`src/rtl/decode_rf_scoreboard.sv`:
```
`default_nettype none
// ============================================================================
//  Module   : decode_rf_scoreboard
//  Purpose  : Decode-stage register file with same-cycle write-to-read bypass
//             and a per-register pending-write scoreboard. It stalls decode on
//             RAW hazards against writes still in flight, and on counter
//             saturation.
//  Ports    : clk, rst          - clock, synchronous active-high reset
//             rd1_*/rd2_*       - two read ports (select, enable, data out)
//             issue_*           - instruction leaving decode (valid/wr/dst)
//             wb_*              - writeback port (valid/select/data)
//             stall             - decode must hold, issue not accepted
//             err               - sticky scoreboard-underflow flag
//  Revision : 1.0 - initial release
// ============================================================================
module decode_rf_scoreboard #(
    parameter int DATA_W = 16,
    parameter int NREGS  = 8,
    parameter int ADDR_W = $clog2(NREGS),
    parameter int PEND_W = 2
) (
    input  logic              clk,
    input  logic              rst,
    input  logic [ADDR_W-1:0] rd1_sel,
    input  logic              rd1_en,
    input  logic [ADDR_W-1:0] rd2_sel,
    input  logic              rd2_en,
    output logic [DATA_W-1:0] rd1_data,
    output logic [DATA_W-1:0] rd2_data,
    input  logic              issue_valid,
    input  logic              issue_wr,
    input  logic [ADDR_W-1:0] issue_dst,
    input  logic              wb_valid,
    input  logic [ADDR_W-1:0] wb_sel,
    input  logic [DATA_W-1:0] wb_data,
    output logic              stall,
    output logic              err
);

    localparam logic [PEND_W-1:0] PEND_MAX  = '1;
    localparam logic [PEND_W-1:0] PEND_ONE  = PEND_W'(1);
    localparam logic [PEND_W-1:0] PEND_ZERO = '0;

    logic [DATA_W-1:0] regs_q [NREGS];
    logic [DATA_W-1:0] regs_d [NREGS];
    logic [PEND_W-1:0] pend_q [NREGS];
    logic [PEND_W-1:0] pend_d [NREGS];
    logic              err_q;
    logic              err_d;

    logic              wb_hit1;
    logic              wb_hit2;
    logic              haz1;
    logic              haz2;
    logic              sat;
    logic              acc_wr;
    logic [NREGS-1:0]  inc;
    logic [NREGS-1:0]  dec;

    // ------------------------------------------------------------------
    // Read ports: writeback data is forwarded in the same cycle.
    // ------------------------------------------------------------------
    assign wb_hit1  = wb_valid && (wb_sel == rd1_sel);
    assign wb_hit2  = wb_valid && (wb_sel == rd2_sel);
    assign rd1_data = wb_hit1 ? wb_data : regs_q[rd1_sel];
    assign rd2_data = wb_hit2 ? wb_data : regs_q[rd2_sel];

    // ------------------------------------------------------------------
    // Hazard detection. The enable is evaluated first so that an unused
    // select (possibly X) cannot influence stall. A same-cycle writeback
    // only resolves the hazard when it retires the last outstanding write;
    // with more in flight, the forwarded value is not the one the reader
    // needs.
    // ------------------------------------------------------------------
    assign haz1 = rd1_en && (pend_q[rd1_sel] != PEND_ZERO)
                  && !(wb_hit1 && (pend_q[rd1_sel] == PEND_ONE));
    assign haz2 = rd2_en && (pend_q[rd2_sel] != PEND_ZERO)
                  && !(wb_hit2 && (pend_q[rd2_sel] == PEND_ONE));

    // Saturation ignores any same-cycle writeback, so a counter can never
    // overflow even if that writeback turns out to be spurious.
    assign sat    = issue_valid && issue_wr && (pend_q[issue_dst] == PEND_MAX);
    assign stall  = issue_valid && (haz1 || haz2 || sat);
    assign acc_wr = issue_valid && !stall && issue_wr;
    assign err    = err_q;

    // ------------------------------------------------------------------
    // Next-state: register writes and pending-counter updates. The hazard
    // check above used the current counters, so an instruction reading its
    // own destination is checked before its own increment lands.
    // ------------------------------------------------------------------
    always_comb begin
        regs_d = regs_q;
        pend_d = pend_q;
        err_d  = err_q;
        inc    = '0;
        dec    = '0;

        if (wb_valid) begin
            regs_d[wb_sel] = wb_data;
        end

        for (int i = 0; i < NREGS; i++) begin
            inc[i] = acc_wr   && (issue_dst == ADDR_W'(i));
            dec[i] = wb_valid && (wb_sel    == ADDR_W'(i));
            if (inc[i] && !dec[i]) begin
                pend_d[i] = pend_q[i] + PEND_ONE;
            end else if (dec[i] && !inc[i]) begin
                // Writeback with nothing outstanding: keep the counter at
                // zero and flag it, the data write above still happens.
                if (pend_q[i] == PEND_ZERO) begin
                    err_d = 1'b1;
                end else begin
                    pend_d[i] = pend_q[i] - PEND_ONE;
                end
            end
        end
    end

    // Reset dominates any concurrent issue or writeback.
    always_ff @(posedge clk) begin
        if (rst) begin
            for (int i = 0; i < NREGS; i++) begin
                regs_q[i] <= '0;
                pend_q[i] <= '0;
            end
            err_q <= 1'b0;
        end else begin
            for (int i = 0; i < NREGS; i++) begin
                regs_q[i] <= regs_d[i];
                pend_q[i] <= pend_d[i];
            end
            err_q <= err_d;
        end
    end

endmodule
`default_nettype wire

```
`config.mk`:
```
export PLATFORM = sky130hd
export DESIGN_NAME = decode_rf_scoreboard
export DESIGN_NICKNAME = d
export VERILOG_FILES = /design/src/rtl/decode_rf_scoreboard.sv
export SDC_FILE = /design/constraint.sdc
export NUM_CORES = 1
export LEC_CHECK = 0
export CORE_MARGIN = 2
export CORE_UTILIZATION = 40
export DETAILED_ROUTE_END_ITERATION = 6
export GPL_ROUTABILITY_DRIVEN = 1
export HOLD_SLACK_MARGIN = 0.08
export PLACE_DENSITY_LB_ADDON = 0.12
export SLEW_MARGIN = 20
export SYNTH_ARGS = -nofsm -noshare
export SYNTH_HDL_FRONTEND = slang
export SYNTH_SLANG_ARGS = --single-unit
```
`constraint.sdc`:
```
create_clock -name clk -period 6 [get_ports clk]
set_clock_uncertainty 0.15 [all_clocks]
set_input_delay 0.6 -clock clk [delete_from_list [all_inputs] [get_ports clk]]
set_output_delay 0.6 -clock clk [all_outputs]
set_load 0.05 [all_outputs]
```
**Word-level counts from Yosys, hierarchy flattened**

Index checks and enable logic that the tools add are counted.

- Memories: 0
- Memory bits (writable): 0
- Bits in read-only memories: 0
- Word-level logic and storage cells: 232
- Register bits: 145
- Latch bits: 0

- $lt $le $gt $ge: 5
- Multipliers: 0
- Divide/modulo/power cells: 0
- Bitwise operators: 4
- Reduce and logical (&&, ||, !) cells: 95
- Eq/ne operators: 27
- Muxes and demuxes: 68
- Shift operators: 0
- $add $sub $neg: 16

Operators with widths:

| operator | number |
|---|---|
| $bwmux 128 | 1 |
| $mux 16 | 7 |
| $bmux 16 s3 | 2 |
| $mux 2 | 30 |
| $demux 16 s3 | 1 |
| $logic_and 1x1->1 | 46 |
| $eq 3x3->1 const B | 8 |
| $mux 1 | 24 |
| $reduce_bool 2->1 | 10 |
| $logic_not 1->1 | 19 |
| $bmux 2 s3 | 3 |
| $add 2x1->2 const B | 8 |
| $ge 4x4->1 const B | 4 |
| $logic_not 2->1 | 8 |
| $ne 2x2->1 const B | 8 |
| $not 3->4 | 4 |
| $reduce_and 2->1 | 8 |
| $sub 2x1->2 const B | 8 |
| $eq 3x2->1 const B | 4 |
| $eq 3x1->1 const B | 2 |
| $eq 3x3->1 | 2 |
| $logic_not 3->1 | 2 |
| $eq 2x1->1 const B | 2 |
| $lt 4x1->1 const B | 1 |
| 2 further kinds | 3 |

**Logic depth before layout (Yosys ltp)**

- Word-level depth: 40
- Depth in mapped cells: 11

**Worst setup path before layout**

OpenSTA, ideal clock, no wires.

- Path kind: input to output
- Start point: input rd2_sel[1]
- End point: output rd2_data[10]
- Data arrival time: 2,624 ps
- Setup slack: 2,626 ps
- Stages on the path: 6
- Path through: clkbuf_1 -> xor2_1 -> or4_1 -> clkbuf_1 -> clkbuf_1 -> a21oi_1

- Cells in the longest elaborated chain, start to end: 5

RTL lines:

| what | RTL line | text |
|---|---|---|
| start, declared | 26 | `input logic [ADDR_W-1:0] rd2_sel,` |
| $not 3->4 (implied by the code) | 66 | `assign rd2_data = wb_hit2 ? wb_data : regs_q[rd2_sel];` |
| $bmux 16 s3 | 66 |  |
| $mux 16 (implied by the code) (2 in a row) | 66 |  |
| $mux 16 (*) | 66 |  |
| end, declared | 29 | `output logic [DATA_W-1:0] rd2_data,` |

Mark *: on every way between the ends. The rest lies on a longest branch, timed or not. The select of a mux whose other input is x is not followed.

**Worst setup path in the final report**

- Start point: input rd1_sel[2]
- End point: output stall

- Cells in the longest elaborated chain, start to end: 11

RTL lines:

| what | RTL line | text |
|---|---|---|
| start, declared | 24 | `input logic [ADDR_W-1:0] rd1_sel,` |
| $not 3->4 (implied by the code) | 75, 76 |  |
| $bmux 2 s3 | 75, 76 |  |
| $mux 2 (implied by the code) (2 in a row) | 75, 76 |  |
| $eq 2x1->1 | 76 | `&& !(wb_hit1 && (pend_q[rd1_sel] == PEND_ONE));` |
| $logic_and 1x1->1 | 76 |  |
| $logic_not 1->1 | 76 |  |
| $logic_and 1x1->1 (*) | 76 |  |
| $logic_or 1x1->1 (*) (2 in a row) | 83 | `assign stall = issue_valid && (haz1 \|\| haz2 \|\| sat);` |
| $logic_and 1x1->1 (*) | 83 |  |
| end, declared | 36 | `output logic stall,` |

Marks and branches as above.

==> summary.txt <==
Clocking
  • CTS resizes: 0
  • Clock-pin transition on the worst setup and hold timing paths: 0.07 ns
  • Postcts setup bufs: 0
  • CTS tree: built
  • Clock Sinks: 145
  • H-tree levels: 4
  • Hold buffer count at cts: 0
  • CTS Root Cell: clkbuf_16
  • CTS Buf Count: 17
  • CTS Buffer Depth: 2
  • Worst-skew pair later-pin latency: 0.42 ns

Timing
  • Slew @ Worst Pin: 0.8527 ns
  • Sum Neg Setup Slack: 0 ns
  • # setup viols final: 0
  • FMAX: 215.3 MHz
  • Hold_ws: 0.3154 ns
  • Rel. slew slack: 0.4315
  • Fin crit period: 4.644 ns
  • Slew Viols, Final: 0
  • Period utilisation layout: 0.7740
  • Final Hold Viols: 0
  • Unrepaired setup endpoints after global routing: no

Routing
  • DRC: 0
  • Antenna Nets Post-Route: 0
  • Pre-antenna DRT Iters: 5
  • Wire per inst: 20.51 um
  • Wirelength, routed: 26,500 um
  • 1st-iter DRT viols: 644
  • Number of vias per cell: 5.606
  • Total number of vias: 7,243

Synthesis
  • Post-Synth Adder-Cell Area: 0.02436
  • Yosys warns: 0
  • Cell count after synthesis: 980
  • Post-synthesis cell type count: 37
  • Post-Synth XOR/XNOR Area: 0.006395
  • Simple-gate share of the synthesized area: 0.2141
  • Syn_nets: 1,031
  • Mean Syn Cell Area: 8.386 um2
  • Sequential share of the synthesized area: 0.3532
  • Top cell type's share of synthesized area: 0.3532
  • Seq cells post-synth: 145
  • Largest area contributor in the netlist: dfxtp_1
  • Main combinational cell family by area after synthesis: multiplexers
  • Mux contribution to synthesized area: 0.2223
  • Synth Area in Compound Gates: 0.1335
  • Area contributors post-synth: dfxtp_1 35%, mux4_2 20%, nand2_1 14%
  • Syn Std Cell Area: 0.008218 mm2

Floorplanning
  • Core ar.: 0.02017 mm2
  • Die X: 147.3 um
  • I/O Pins: 69
  • Row count: 52
  • Die height: 147.3 um
  • Die area: 0.02171 mm2
  • Initial Util: 0.4074

Job
  • Max_cap viols: 0

Global routing
  • Maximum number of pins on one net before global-route repair: 74
  • First-pass GRT wire length: 41,630 um
  • Vias in the first global route: 7,080
  • Total GRT Usage: 0.2517
  • Gr ovfl total: 0
  • Initial antenna violation count: 0

Finish
  • # nets final: 1,060
  • Storage cell area: 0.002903 mm2
  • Layout cells sized above 1: 0.1350
  • Final core occ: 0.4785
  • Area of the multi-input gates: 0.004937 mm2
  • Ant diodes: 0
  • Area Overhead vs Synth: 17.43%
  • # fillers: 2,003

Critical path
  • CP top delay family: buffers and inverters
  • Slowest library cell on the worst path: clkdlybuf4s50_1
  • Worst Path Buf+Inv: 4
  • Startpoint class of the critical path: input port
  • Arrival time worst endpoint: 3.89 ns
  • CP peak stage delay: 0.69 ns
  • CP cell instances: clkdlybuf4s50_1 > buf_4 > xnor2_1 > nand4_1 > a211o_1 > a311oi_2 > buf_4 > nor2b_1 > clkdlybuf4s50_1
  • Crit. End Element: primary output
  • Crit path kind: input port to primary output
  • Largest fanout on the critical path: 19
  • Required time worst endpoint: 5.25 ns

Placement
  • GP Congestion: 0.7924
  • Hpwl dp: 15,720 um
  • Buffers added on ports: 68

Pwr
  • Pwr dens: 248.4 mW/mm2
  • VDD IR-drop max: 169.8 uV
  • Leakage: 3.237 nW

Outcome
  • Status: completed

Hold path
  • Worst hold path type: flip-flop to flip-flop
worst min-delay path, cell delays in order (launching register included):
cell,delay (ns)
dfxtp_1,0.32
nand2_1,0.05
a21oi_1,0.05
layout by cell type, fill, tap and decap left out, types with 4 or more instances in the layout:
cell | Yosys | final
buf_4 | 1 | 25
clkinvlp_4 | 0 | 4
nor4b_1 | 6 | 6
buf_2 | 9 | 4
nor3b_1 | 10 | 10
and3_1 | 4 | 4
dfxtp_1 | 145 | 145
nor2_1 | 46 | 46
clkbuf_16 | 0 | 17
inv_1 | 4 | 4
nand3_1 | 9 | 9
nor3_1 | 4 | 4
mux2i_1 | 16 | 16
mux4_2 | 74 | 74
clkinv_1 | 9 | 9
a21oi_1 | 160 | 160
a31oi_1 | 18 | 18
o21ai_0 | 22 | 22
ha_1 | 16 | 16
inv_6 | 0 | 4
clkdlybuf4s50_1 | 0 | 63
nor2b_1 | 21 | 21
nand2_1 | 309 | 309
cell usage after synthesis:
| library cell | count |
|---|---|
| nand2_1 | 309 |
| a21oi_1 | 160 |
| dfxtp_1 | 145 |
| mux4_2 | 74 |
| clkbuf_1 | 66 |
| nor2_1 | 46 |
| o21ai_0 | 22 |
| nor2b_1 | 21 |
| a31oi_1 | 18 |
| ha_1 | 16 |
| mux2i_1 | 16 |
| nor3b_1 | 10 |
| buf_2 | 9 |
| clkinv_1 | 9 |
| nand3_1 | 9 |
| nor4b_1 | 6 |
| buf_1 | 5 |
| and3_1 | 4 |
| inv_1 | 4 |
| nor3_1 | 4 |
| xnor2_1 | 3 |
| xor2_1 | 3 |
| a211o_1 | 2 |
| and2_1 | 2 |
| and3b_1 | 2 |
| nand3b_1 | 2 |
| nand4_1 | 2 |
| o41ai_1 | 2 |
| a221oi_1 | 1 |
| a311oi_1 | 1 |
| a311oi_2 | 1 |
| buf_4 | 1 |
| buf_6 | 1 |
| nor4_1 | 1 |
| o22ai_1 | 1 |
| or2_2 | 1 |
| or4_1 | 1 |
layout make-up:
class / instances / area share
clock buffer: 18 / 0.04551
clock inverter: 14 / 0.01517
multi-input combinational: 740 / 0.5116
sequential: 145 / 0.3008
tap: 270 / 0.03501
timing repair buffer: 92 / 0.08687
inverter: 13 / 0.005056
cells by family (layout without fill, tap and decap cells):
kind of cell	count (synthesis)	after routing
buffers and inverters	95	137
AND/OR/NAND/NOR	420	420
multiplexers	90	90
flip-flops	145	145
adder cells (fa/ha/maj)	16	16
AO/OA/AOI/OAI	208	208
XOR/XNOR	6	6
path summary, 6_finish.rpt:
kind              startpoint         end  slack [ns]  cells past startpoint
setup / recovery  rd1_sel[2]       stall        1.36                      9
hold / removal    regs_q[23]  regs_q[23]        0.32                      2
setup reg to reg   pend_q[8]         err        3.03                      9
hold reg to reg   regs_q[23]  regs_q[23]        0.32                      2
sequential cells by signal, indices dropped and copies added, names as in the netlist:
name	cells
pend_q	16
err	1
regs_q	128
per-layer routing:
layer / part of all wire / global-route usage
met4: 0.011 / 0.05192
met2: 0.47 / 0.4131
met1: 0.46 / 0.3558
met3: 0.053 / 0.03665
met5: 0 / 0
report_power, final:
part | internal, mW | total (mW) | leakage, nW | switching [mW]
Combinational | 0.118 | 0.335 | 1.79 | 0.217
Clock | 0.597 | 1.07 | 0.276 | 0.471
Sequential | 0.981 | 0.994 | 1.17 | 0.0127
Total | 1.70 | 2.40 | 3.24 | 0.701
through the flow:
stage	worst slack, ns	area, um2	power (mW)	instances
after floorplan	2.626	8218	1.235	980
after global placement	1.395	9064	1.350	1260
after detailed placement	1.397	9064	1.351	1260
after CTS	1.366	9649	2.413	1292
after global routing	1.172	9651	2.481	1292
final	1.356	9651	2.397	1292
Note: power is estimated with default switching activity, not from simulation.
